$ cat src/rtl/send_queue.sv
// In-order send queue: buffers decoder send requests, issues them to the network,
// and returns one completion record (register, passthrough, value 0) per accepted message.
module send_queue #(
  parameter int DEPTH         = 4,
  parameter int XLEN          = 32,
  parameter int PASSTHROUGH_W = 8
) (
  input  logic                              clk,
  input  logic                              rst_n,
  input  logic                              request_decoder_send_queue_valid,
  output logic                              send_queue_request_decoder_ready,
  input  logic [2*XLEN+5+PASSTHROUGH_W-1:0] request_decoder_send_queue_data,
  output logic                              send_queue_network_valid,
  input  logic                              network_send_queue_ready,
  output logic [2*XLEN-1:0]                 send_queue_network_data,
  output logic                              send_queue_writeback_valid,
  input  logic                              writeback_send_queue_ready,
  output logic [5+PASSTHROUGH_W+XLEN-1:0]   send_queue_writeback_data
);

  localparam int PTR_W = (DEPTH > 1) ? $clog2(DEPTH) : 1;
  localparam int CNT_W = PTR_W + 1;
  localparam int MSG_W = 2 * XLEN;
  localparam int REQ_W = MSG_W + 5 + PASSTHROUGH_W;

  typedef logic [REQ_W-1:0] req_t;

  // Entry layout (MSB first): {meta, data, register[4:0], passthrough}.
  function automatic logic [MSG_W-1:0] entry_msg(input req_t e);
    return e[REQ_W-1 -: MSG_W];
  endfunction

  function automatic logic [4:0] entry_reg(input req_t e);
    return e[PASSTHROUGH_W +: 5];
  endfunction

  function automatic logic [PASSTHROUGH_W-1:0] entry_pt(input req_t e);
    return e[PASSTHROUGH_W-1:0];
  endfunction

  req_t                     mem_q [DEPTH];
  logic [PTR_W-1:0]         rd_ptr_q, rd_ptr_d;
  logic [PTR_W-1:0]         wr_ptr_q, wr_ptr_d;
  logic [CNT_W-1:0]         count_q, count_d;
  logic                     wb_valid_q, wb_valid_d;
  logic [4:0]               wb_reg_q;
  logic [PASSTHROUGH_W-1:0] wb_pt_q;

  req_t head;
  logic wb_free;
  logic push;
  logic pop;

  assign head = mem_q[rd_ptr_q];

  // Handshakes: every valid/ready is gated by rst_n so nothing fires during reset.
  always_comb begin
    wb_free                          = !wb_valid_q || writeback_send_queue_ready;
    send_queue_request_decoder_ready = rst_n && (count_q != CNT_W'(DEPTH));
    send_queue_network_valid         = rst_n && (count_q != '0) && wb_free;
    send_queue_writeback_valid       = rst_n && wb_valid_q;
    push = request_decoder_send_queue_valid && send_queue_request_decoder_ready;
    pop  = send_queue_network_valid && network_send_queue_ready;
  end

  assign send_queue_network_data   = entry_msg(head);
  assign send_queue_writeback_data = {wb_reg_q, wb_pt_q, {XLEN{1'b0}}};

  always_comb begin
    rd_ptr_d   = rd_ptr_q;
    wr_ptr_d   = wr_ptr_q;
    count_d    = count_q;
    wb_valid_d = wb_valid_q;

    if (push) wr_ptr_d = wr_ptr_q + PTR_W'(1);
    if (pop)  rd_ptr_d = rd_ptr_q + PTR_W'(1);

    unique case ({push, pop})
      2'b10:   count_d = count_q + CNT_W'(1);
      2'b01:   count_d = count_q - CNT_W'(1);
      default: count_d = count_q;
    endcase

    // A pop reloads the record even while the previous one drains this cycle.
    if (pop) begin
      wb_valid_d = 1'b1;
    end else if (wb_valid_q && writeback_send_queue_ready) begin
      wb_valid_d = 1'b0;
    end
  end

  always_ff @(posedge clk) begin
    if (!rst_n) begin
      rd_ptr_q   <= '0;
      wr_ptr_q   <= '0;
      count_q    <= '0;
      wb_valid_q <= 1'b0;
    end else begin
      rd_ptr_q   <= rd_ptr_d;
      wr_ptr_q   <= wr_ptr_d;
      count_q    <= count_d;
      wb_valid_q <= wb_valid_d;
    end
  end

  // Payload storage carries no reset; validity is tracked by count_q and wb_valid_q.
  always_ff @(posedge clk) begin
    if (push) mem_q[wr_ptr_q] <= request_decoder_send_queue_data;
    if (pop) begin
      wb_reg_q <= entry_reg(head);
      wb_pt_q  <= entry_pt(head);
    end
  end

endmodule

$ cat config.mk
export PLATFORM = sky130hd
export DESIGN_NAME = send_queue
export DESIGN_NICKNAME = d
export VERILOG_FILES = /design/src/rtl/send_queue.sv
export SDC_FILE = /design/constraint.sdc
export NUM_CORES = 1
export LEC_CHECK = 0
export CAP_MARGIN = 15
export CORE_ASPECT_RATIO = 0.5
export CORE_MARGIN = 2
export CORE_UTILIZATION = 30
export DETAILED_ROUTE_END_ITERATION = 12
export SLEW_MARGIN = 25
export SYNTH_ARGS = -nofsm -noshare
export SYNTH_HDL_FRONTEND = slang
export SYNTH_SLANG_ARGS = --single-unit
export TNS_END_PERCENT = 1
$ cat constraint.sdc
create_clock -name clk -period 3.9 [get_ports clk]
set_input_delay 0.585 -clock clk [delete_from_list [all_inputs] [get_ports clk]]
set_output_delay 0.585 -clock clk [all_outputs]
set_load 0.03 [all_outputs]
==> impl_metrics.env <==
export IMPL_status="finished, final reports clean"
export IMPL_timing_hold_ws_ns=0.4866
export IMPL_htreeDepth=2
export IMPL_ys_top_cells_by_count="edfxtp_1, buf_4, mux4_2"
export IMPL_finalSetupViolCount=0
export IMPL_cts_tree="yes"
export IMPL_crit_type="flop to output port"
export IMPL_slew_headroom_pct=58.00
export IMPL_design_core_area_um2=42040
export IMPL_p_leak_nw=4.962
export IMPL_synth_top_cells_by_area="edfxtp_1, mux4_2, buf_4"
export IMPL_cp_max_fo=20
export IMPL_ys_seq_elements=331
export IMPL_root_buffer="clkbuf_16"
export IMPL_drc=0
export IMPL_grt_overflow=0
export IMPL_synth_top_area_share_pct=75.24
export IMPL_syn_inst=574
export IMPL_max_clock_freq_mhz=308.8
export IMPL_met1_usage_pct=12.13
export IMPL_grt_start_max_net_pins=38
export IMPL_tightest_slew_ns=0.6300
export IMPL_grt_antenna_before_repair=1
export IMPL_cp_data_arrival_time_ns=2.65
export IMPL_rsz0062_at_grt="false"
export IMPL_end_kind="output port"
export IMPL_hold_buffers=0
export IMPL_peakVddDrop_uv=319.2
export IMPL_rows=53
export IMPL_fp_dieH_um=150.1
export IMPL_synthArstFlopShare_pct=0
export IMPL_numCtsBuffers=34
export IMPL_path_clk_slew_ns=0.06
export IMPL_power_total_mw=8.363
export IMPL_die_area_um2=44470
export IMPL_worstHoldPathCells=2
export IMPL_finalCritPeriodShare_pct=83.03
export IMPL_start_util_pct=30.47
export IMPL_fin_tns_setup_ns=0
export IMPL_port_buffers=161
export IMPL_final_cell_area_um2=15770
export IMPL_wl_mm=24.54
export IMPL_cp_start_kind="flop"
export IMPL_hold_viol=0
export IMPL_ys_flop_type="edfxtp_1"
export IMPL_routabilityCongestion=0.7093
export IMPL_grt_pass1_vias=5924
export IMPL_grt_total_usage_pct=10.97
export IMPL_crit_required_ns=3.31
export IMPL_num_vias=5535
export IMPL_fin_worst_skew_ns=0.006924
export IMPL_cts_resized=0
export IMPL_maxCapViolCount=0
export IMPL_syn_area_um2=12810
export IMPL_antenna_left=0
export IMPL_met3_usage_pct=1.712
export IMPL_synth_edf_count=321
export IMPL_hold_path_class="flop to flop"
export IMPL_drive_gt1_share_pct=20.38
export IMPL_report_final_slew_viol_count=0
export IMPL_power_density_nw_per_um2=530.3
export IMPL_r2r_worst_path_cells=9
export IMPL_viasPerCell=4.228
export IMPL_clock_latency_ns=0.50
export IMPL_layout_nets=796
export IMPL_grt_use_met2_pct=21.48
export IMPL_drt_iter0_markers=303
export IMPL_synthDistinctLibCells=26
export IMPL_syn_to_final_growth_pct=23.11
export IMPL_ys_warn_count=0
export IMPL_hpwl_mm=16.08
export IMPL_synth_most_common_cell="edfxtp_1"
export IMPL_fp_dieW_um=296.2
export IMPL_cts_setup_buffers=0
export IMPL_yosysSeqAreaShare_pct=76.80
export IMPL_grt_pass1_wl_mm=36.39
export IMPL_route_detailed_wl_per_inst_um=18.75
export IMPL_clockBufferDepth=3
export IMPL_setup_ws_ns=0.6619
export IMPL_fin_crit_ns=3.238
export IMPL_placed_area_um2=14650
export IMPL_dr_pass1_iters=5
export IMPL_cts_sinks=331
export IMPL_yosysTopAreaCell="edfxtp_1"
export IMPL_pre_cts_slack_ns=0.7013
export IMPL_io_pins=194
export IMPL_globalRoute_busiestLayer="met2"
export IMPL_avgSynthCellArea_um2=22.32
[final timing paths]
check | start | endpoint | slack (ns)
hold reg to reg | rd_ptr_q[1] | flop | 0.49
setup reg to reg | count_q[2] | count_q[2] | 1.53
hold / removal | rd_ptr_q[1] | flop | 0.49
setup / recovery | flop | send_queue_network_data[37] | 0.66
[critical path, cell delays in order, from the launching register on]
cell and delay (ns):
dfxtp_4 0.65, buf_4 0.32, mux4_2 0.52, clkdlybuf4s50_1 0.65
[through the flow]
| step | instances | util [%] |
|---|---|---|
| 2_1_floorplan | 605 | - |
| 6_report | 1309 | 37.51 |
| 4_1_cts | 1308 | 37.51 |
| 3_5_place_dp | 1249 | 34.85 |
| 5_1_grt | 1309 | 37.51 |
| 3_3_place_gp | 1249 | 34.85 |
[per-layer routing]
metal | up-vias | wire length, um
met5 | - | 0
met4 | 0 | 622
met3 | 46 | 655
met2 | 97 | 14200
met1 | 2940 | 9064
li1 | 2452 | -
[cells by family after synthesis]
family                   count (synthesis)  synth area share (%)
AND/OR/NAND/NOR                         24                 1.045
buffers and inverters                  122                 7.120
flip-flops                             331                 76.80
adder cells (fa/ha/maj)                  6                0.6446
multiplexers                            82                 13.93
XOR/XNOR                                 2                0.1368
AO/OA/AOI/OAI                            6                0.2930
other                                    1               0.02927
[area by class of cell]
cell class              instances  area [um2]
diodes                          1       2.502
clock buffers                  47       963.4
clock inverters                12       155.1
fillers                      3787       26270
inverters                       7       26.28
multi-input cells             152        2186
flip-flops and latches        331        9847
well taps                     577       721.9
repair buffers                182        1869
[power by group]
| part | switching (mW) | internal (mW) | total (mW) |
|---|---|---|---|
| sequential | 0.0587 | 4.05 | 4.10 |
| combinational | 0.552 | 0.472 | 1.02 |
| clock | 1.25 | 1.99 | 3.23 |
| total | 1.86 | 6.51 | 8.36 |
[sequential cells by signal, summed over array words and instances, names as in the netlist, named ones only]
signal	cells
mem_q	308
wb_pt_q	8
wb_reg_q	5
count_q	3
rd_ptr_q	2
wr_ptr_q	2
wb_valid_q	1
[layout by cell type, fill, tap and decap left out, types with 2 or more instances in the layout]
cell	instances
o21ai_0	2
inv_1	7
clkinv_1	4
dfxtp_1	8
and2_4	4
mux2i_1	5
clkbuf_16	37
clkdlybuf4s50_1	161
edfxtp_1	321
clkinv_2	4
or3_1	2
clkbuf_1	10
dfxtp_4	2
bufinv_16	4
and3_1	2
conb_1	32
mux4_2	77
ha_1	5
a21boi_0	3
nand2_1	6
nand2b_1	3
buf_12	8
and2_1	4
buf_4	13
Power figures use the tool's default switching activity.
